<file path="src/rtl/conv_sched_pkg.sv">
// Shared types for the conv2d job scheduler: FSM encoding and the job and
// completion record layouts.
package conv_sched_pkg;

  localparam int unsigned ADDR_W = 16;
  localparam int unsigned TAG_W  = 4;
  localparam int unsigned CYC_W  = 32;

  typedef enum logic [2:0] {
    ST_IDLE    = 3'd0,
    ST_LAUNCH  = 3'd1,
    ST_RUN     = 3'd2,
    ST_CPL     = 3'd3,
    ST_RECOVER = 3'd4
  } sched_state_t;

  typedef struct packed {
    logic [TAG_W-1:0] tag;
    logic [CYC_W-1:0] cycles;
    logic             timeout;
  } cpl_rec_t;

  typedef struct packed {
    logic [ADDR_W-1:0] in_base;
    logic [ADDR_W-1:0] out_base;
    logic [TAG_W-1:0]  tag;
  } job_rec_t;

endpackage

</file>
<file path="src/rtl/conv_job_fifo.sv">
// Synchronous FIFO holding queued job records; full/empty derive from a
// registered occupancy count.
module conv_job_fifo #(
  parameter int unsigned WIDTH = 36,
  parameter int unsigned DEPTH = 4
) (
  input  logic                     clk,
  input  logic                     rst_n,
  input  logic                     push,
  input  logic [WIDTH-1:0]         wdata,
  input  logic                     pop,
  output logic [WIDTH-1:0]         rdata,
  output logic                     full,
  output logic                     empty,
  output logic [$clog2(DEPTH):0]   count
);

  localparam int unsigned PW = $clog2(DEPTH);

  logic [WIDTH-1:0] mem [DEPTH];
  logic [PW-1:0]    wr_q, rd_q;
  logic [PW:0]      cnt_q;
  logic             do_push, do_pop;

  assign full    = (cnt_q == (PW+1)'(DEPTH));
  assign empty   = (cnt_q == '0);
  assign count   = cnt_q;
  assign rdata   = mem[rd_q];
  assign do_push = push && !full;
  assign do_pop  = pop && !empty;

  always_ff @(posedge clk) begin
    if (do_push) mem[wr_q] <= wdata;
  end

  // Pointers are log2(DEPTH) bits wide, so they wrap modulo DEPTH on their own.
  always_ff @(posedge clk or negedge rst_n) begin
    if (!rst_n) begin
      wr_q  <= '0;
      rd_q  <= '0;
      cnt_q <= '0;
    end else begin
      if (do_push) wr_q <= wr_q + 1'b1;
      if (do_pop)  rd_q <= rd_q + 1'b1;
      case ({do_push, do_pop})
        2'b10:   cnt_q <= cnt_q + 1'b1;
        2'b01:   cnt_q <= cnt_q - 1'b1;
        default: cnt_q <= cnt_q;
      endcase
    end
  end

endmodule

</file>
<file path="src/rtl/conv2d_job_scheduler.sv">
// Queues conv2d jobs and runs a single engine through them one at a time,
// relocating engine addresses and reporting tag, cycle count and timeout.
module conv2d_job_scheduler
  import conv_sched_pkg::*;
#(
  parameter int unsigned ADDR_WIDTH     = 16,
  parameter int unsigned TAG_WIDTH      = 4,
  parameter int unsigned JOB_DEPTH      = 4,
  parameter int unsigned CYC_WIDTH      = 32,
  parameter int unsigned TIMEOUT_CYCLES = 4096
) (
  input  logic                  clk,
  input  logic                  rst_n,
  input  logic                  job_valid,
  output logic                  job_ready,
  input  logic [ADDR_WIDTH-1:0] job_in_base,
  input  logic [ADDR_WIDTH-1:0] job_out_base,
  input  logic [TAG_WIDTH-1:0]  job_tag,
  output logic                  eng_start,
  input  logic                  eng_done,
  output logic                  eng_soft_rst,
  input  logic [ADDR_WIDTH-1:0] eng_input_addr,
  input  logic                  eng_input_en,
  input  logic [ADDR_WIDTH-1:0] eng_output_addr,
  input  logic                  eng_output_en,
  input  logic                  eng_output_we,
  output logic [ADDR_WIDTH-1:0] mem_input_addr,
  output logic                  mem_input_en,
  output logic [ADDR_WIDTH-1:0] mem_output_addr,
  output logic                  mem_output_en,
  output logic                  mem_output_we,
  output logic                  cpl_valid,
  input  logic                  cpl_ready,
  output logic [TAG_WIDTH-1:0]  cpl_tag,
  output logic [CYC_WIDTH-1:0]  cpl_cycles,
  output logic                  cpl_timeout,
  output logic                  busy
);

  localparam int unsigned JW = 2*ADDR_WIDTH + TAG_WIDTH;
  localparam logic [CYC_WIDTH-1:0] TMO = CYC_WIDTH'(TIMEOUT_CYCLES);

  sched_state_t state_q, state_d;

  logic [JW-1:0]              fifo_rdata;
  logic                       fifo_full, fifo_empty, fifo_pop;
  logic [$clog2(JOB_DEPTH):0] fifo_count;

  logic [ADDR_WIDTH-1:0] in_base_q, out_base_q;
  logic [TAG_WIDTH-1:0]  tag_q;
  logic [CYC_WIDTH-1:0]  cnt_q, cnt_inc, cyc_q;
  logic                  tmo_q, tmo_hit, run_en;

  conv_job_fifo #(
    .WIDTH (JW),
    .DEPTH (JOB_DEPTH)
  ) u_fifo (
    .clk   (clk),
    .rst_n (rst_n),
    .push  (job_valid),
    .wdata ({job_in_base, job_out_base, job_tag}),
    .pop   (fifo_pop),
    .rdata (fifo_rdata),
    .full  (fifo_full),
    .empty (fifo_empty),
    .count (fifo_count)
  );

  // rst_n term keeps job_ready low while reset is held.
  assign job_ready = rst_n && !fifo_full;
  assign busy      = (state_q != ST_IDLE) || (fifo_count != '0);

  assign cnt_inc = (cnt_q == '1) ? cnt_q : cnt_q + 1'b1;
  assign tmo_hit = (cnt_inc >= TMO);

  always_ff @(posedge clk or negedge rst_n) begin
    if (!rst_n) state_q <= ST_IDLE;
    else        state_q <= state_d;
  end

  always_comb begin
    state_d      = state_q;
    fifo_pop     = 1'b0;
    eng_start    = 1'b0;
    eng_soft_rst = 1'b0;
    cpl_valid    = 1'b0;
    run_en       = 1'b0;
    case (state_q)
      ST_IDLE: begin
        if (!fifo_empty) begin
          fifo_pop = 1'b1;
          state_d  = ST_LAUNCH;
        end
      end
      ST_LAUNCH: begin
        eng_start = 1'b1;
        state_d   = ST_RUN;
      end
      ST_RUN: begin
        run_en = 1'b1;
        if (eng_done)     state_d = ST_CPL;
        else if (tmo_hit) state_d = ST_RECOVER;
      end
      ST_RECOVER: begin
        eng_soft_rst = 1'b1;
        state_d      = ST_CPL;
      end
      ST_CPL: begin
        cpl_valid = 1'b1;
        if (cpl_ready) state_d = ST_IDLE;
      end
      default: state_d = ST_IDLE;
    endcase
  end

  always_ff @(posedge clk or negedge rst_n) begin
    if (!rst_n) begin
      in_base_q  <= '0;
      out_base_q <= '0;
      tag_q      <= '0;
      cnt_q      <= '0;
      cyc_q      <= '0;
      tmo_q      <= 1'b0;
    end else begin
      if (fifo_pop) {in_base_q, out_base_q, tag_q} <= fifo_rdata;
      if (state_q == ST_LAUNCH) cnt_q <= '0;
      else if (run_en)          cnt_q <= cnt_inc;
      // Done has priority over timeout when both land in the same cycle.
      if (run_en) begin
        if (eng_done) begin
          cyc_q <= cnt_inc;
          tmo_q <= 1'b0;
        end else if (tmo_hit) begin
          cyc_q <= TMO;
          tmo_q <= 1'b1;
        end
      end
    end
  end

  assign cpl_tag     = tag_q;
  assign cpl_cycles  = cyc_q;
  assign cpl_timeout = tmo_q;

  assign mem_input_addr  = in_base_q + eng_input_addr;
  assign mem_output_addr = out_base_q + eng_output_addr;
  assign mem_input_en    = run_en && eng_input_en;
  assign mem_output_en   = run_en && eng_output_en;
  assign mem_output_we   = run_en && eng_output_we;

endmodule
</file>
<file path="config.mk">
export PLATFORM = sky130hd
export DESIGN_NAME = conv2d_job_scheduler
export DESIGN_NICKNAME = d
export VERILOG_FILES = /design/src/rtl/conv_sched_pkg.sv /design/src/rtl/conv_job_fifo.sv /design/src/rtl/conv2d_job_scheduler.sv
export SDC_FILE = /design/constraint.sdc
export NUM_CORES = 1
export LEC_CHECK = 0
export BUFFER_PORTS_ARGS = -buffer_cell sky130_fd_sc_hd__buf_2
export CAP_MARGIN = 20
export CORE_ASPECT_RATIO = 0.5
export CORE_MARGIN = 2
export CORE_UTILIZATION = 35
export CTS_BUF_LIST = sky130_fd_sc_hd__clkbuf_8
export CTS_CLUSTER_DIAMETER = 40
export DETAILED_ROUTE_END_ITERATION = 6
export PLACE_DENSITY = 0.63
export SLEW_MARGIN = 30
export SYNTH_ARGS = -nofsm -noshare
export SYNTH_HDL_FRONTEND = slang
export SYNTH_SLANG_ARGS = --single-unit
</file>
<file path="constraint.sdc">
create_clock -name clk -period 3.5 [get_ports clk]
set_input_delay 0.35 -clock clk [delete_from_list [all_inputs] [get_ports clk]]
set_output_delay 0.35 -clock clk [all_outputs]
set_load 0.02 [all_outputs]
</file>
==> results.yml <==
yosys:
  synth_common_cells: "edfxtp_1 (144), dfrtp_1 (111), inv_1 (59)"
  async_flop_share: 0.435
  synth_most_common_cell: "edfxtp_1"
  yosysTopAreaCell: "edfxtp_1"
  synthCells: 927
  synth.top_cell.area_share: 0.350
  seq_area_frac_synth: 0.574
  yosys_warnings: 0
  avgSynthCellArea_um2: 13.3
  syn_nets: 1042
  synth_flop_cell: "edfxtp_1"
  netlist_area_um2: 12400
  yosys-top-cells-area: "edfxtp_1 (35%), dfrtp_1 (22%), mux4_2 (6.6%)"
  synth_edf_count: 144
  synth_seq_cells: 255
  ys_types: 70
die:
  die_h_um: 137
  die_area_um2: 37000
  start_util: 0.357
  core_area_um2: 34700
  num_rows: 48
  io_pins: 153
  die_w_um: 270
timing:
  setup-violations-final: 1
  worst_hold_slack_ps: 81.2
  maxSlewHeadroom: 0.406
  finalClockSkew_ps: 19.7
  tightest_slew_ps: 889
  drv_slew: 0
  min_period_ps: 3530
  final.setup.worst_slack_ps: -31.3
  hold_viol: 0
  fin_setup_tns_ps: -31.3
  period_share: 1.01
  fmaxAchievable_mhz: 283
  rsz0062_at_grt: "yes"
drt:
  finalWirelength_mm: 29.7
  final_antenna_net_count: 0
  vias: 8366
  post_drt_via_cell_ratio: 5.03
  drc: 0
  drtPass1Iterations: 5
  wl_per_cell_um: 17.8
  drt_iter0_markers: 464
final_layout:
  drive_gt1_frac: 0.340
  stdcell_area_um2: 15300
  seq_area_um2: 7110
  multiInputGateArea_um2: 5050
  final_util: 0.441
  syn2layout_area_growth_pct: 23.4
  nFillCells: 3149
  nNetsFinal: 1271
  stdcell_count: 1664
run_status:
  outcome: "complete, but fails checks"
  violations: "negative setup slack"
global_routing:
  grt.total_usage: 0.160
  grt_max_degree: 112
  overflow: 0
  antenna_found_initial: 2
  grt_pass1_wl_mm: 46.9
  grt_pass1_vias: 8785
setup_path:
  critPathLaunch: "out_base_q[1]"
  crit_fanout: 3
  worstPathCellList: "ha_1, a21o_1, a311oi_4, buf_4, a21oi_4, a2111o_1, nand2_2, o2111ai_4, a21oi_2, xnor2_1, buf_4"
  critPathKind: "reg -> out"
  crit_required_ps: 3150
  reg2reg_to: "cpl_cycles[12]"
  reg2reg_from: "cnt_q[29]"
  crit_top_cell: "buf_4"
  rr_worst_depth: 9
  cpPeakStageDelay_ps: 420
  arrival_ps: 3180
  r2r_slack_ps: 370
  cp_slowest_cell: "a2111o_1"
  endpoint: "mem_output_addr[15]"
  cp-end-kind: "output port"
  worstSetupStartpointType: "flop"
cts:
  clock_sinks: 255
  numCtsBuffers: 41
  clkLatencyLatePin_ps: 560
  root_buffer: "clkbuf_8"
  cts_max_level: 2
  ctsLongestPathBuffers: 3
  cts_tree: "built"
  clk_pin_slew_worst_paths_ps: 60
place:
  post-dp-hpwl_mm: 19.3
  dpl-instance-area_um2: 13800
  gp_congestion: 0.888
  preCtsSetupSlack_ps: 142
  place_inst: 1540
  port-buffer-count: 152
power:
  ir_worst_vdd_mv: 0.336
  p_per_area_nw_per_um2: 801
  leakage_nw: 6.03
  finalPower_mw: 12.2
min_path:
  hp-class: "in -> reg"
job:
  maxCapViolations: 0
-- report_power, final --
group	total (mW)	internal [mW]	switching [mW]
combinational	5.40	2.41	2.99
sequential	4.36	3.88	0.482
clock	2.47	1.25	1.22
-- placed cells by master (no fill, tap or decap), types with 29 or more instances in the layout --
cell / synthesis / layout
buf_2: 8 / 144
buf_4: 0 / 39
clkbuf_8: 0 / 44
dfrtp_1: 111 / 109
dlygate4sd3_1: 0 / 37
edfxtp_1: 144 / 144
ha_1: 36 / 30
inv_1: 59 / 76
mux2_2: 35 / 35
mux4_2: 36 / 36
nand2_1: 56 / 54
nor2_1: 41 / 41
o21ai_0: 44 / 42
o22ai_2: 29 / 29
xnor2_1: 34 / 34
-- cell type report --
type                    count  area share
clock buffers              44      0.0397
diodes                      2    0.000328
inverters                  59      0.0145
repair buffers            228      0.0994
well taps                 475      0.0389
flip-flops and latches    255       0.465
multi-input cells         571       0.331
clock inverters            30      0.0110
-- worst min-delay path by stage --
stage,slack (ps),cells after the start,endpoint,from
after floorplan,50,0,cnt_q[0],rst_n
after global placement,490,1,cpl_tag[1],cpl_tag[1]
after detailed placement,490,1,cpl_tag[1],cpl_tag[1]
after CTS,40,2,state_q[2],eng_done
after global routing,60,2,state_q[2],eng_done
final,80,2,state_q[2],eng_done
-- flip-flops by register name (all words and copies together), names as in the netlist --
name and count:
cnt_q 32, in_base_q 16, u_fifo.mem 144, cpl_tag 4, out_base_q 16, u_fifo.wr_q 2
u_fifo.count 3, state_q 3, cpl_cycles 32, u_fifo.rd_q 2, cpl_timeout 1
-- repair_timing --
item / in CTS / in global routing
resized for setup: 38 / 13
pin swaps: 21 / 27
hold buffers: 37 / 0
setup endpoints to repair: 9 / 8
buffers inserted: 6 / 5
endpoints found under the hold margin: 253 / 0
-- layer usage --
metal	part of all wire	wire, um	up-vias	track usage
met2	0.52	15400	181	0.291
met3	0.044	1300	56	0.0330
li1	-	-	3935	-
met1	0.41	12300	4194	0.190
met4	0.023	672	0	0.0534
met5	0	0	-	0
-- cells by family after synthesis --
kind of cell / after synthesis / synth area share
flip-flops: 255 / 0.574
buffers and inverters: 101 / 0.0340
multiplexers: 77 / 0.102
AO/OA/AOI/OAI: 174 / 0.110
AND/OR/NAND/NOR: 218 / 0.0935
XOR/XNOR: 63 / 0.0446
adder cells (fa/ha/maj): 39 / 0.0413
-- critical path, delay by kind of cell (launching register included) --
kind | cells | cell delay [ps]
buf+inv | 2 | 360
fa+ha+maj | 1 | 280
compound gates | 6 | 1340
xor+xnor | 1 | 130
simple gates | 1 | 120
flops | 1 | 400
(Power assumes the default switching activity.)
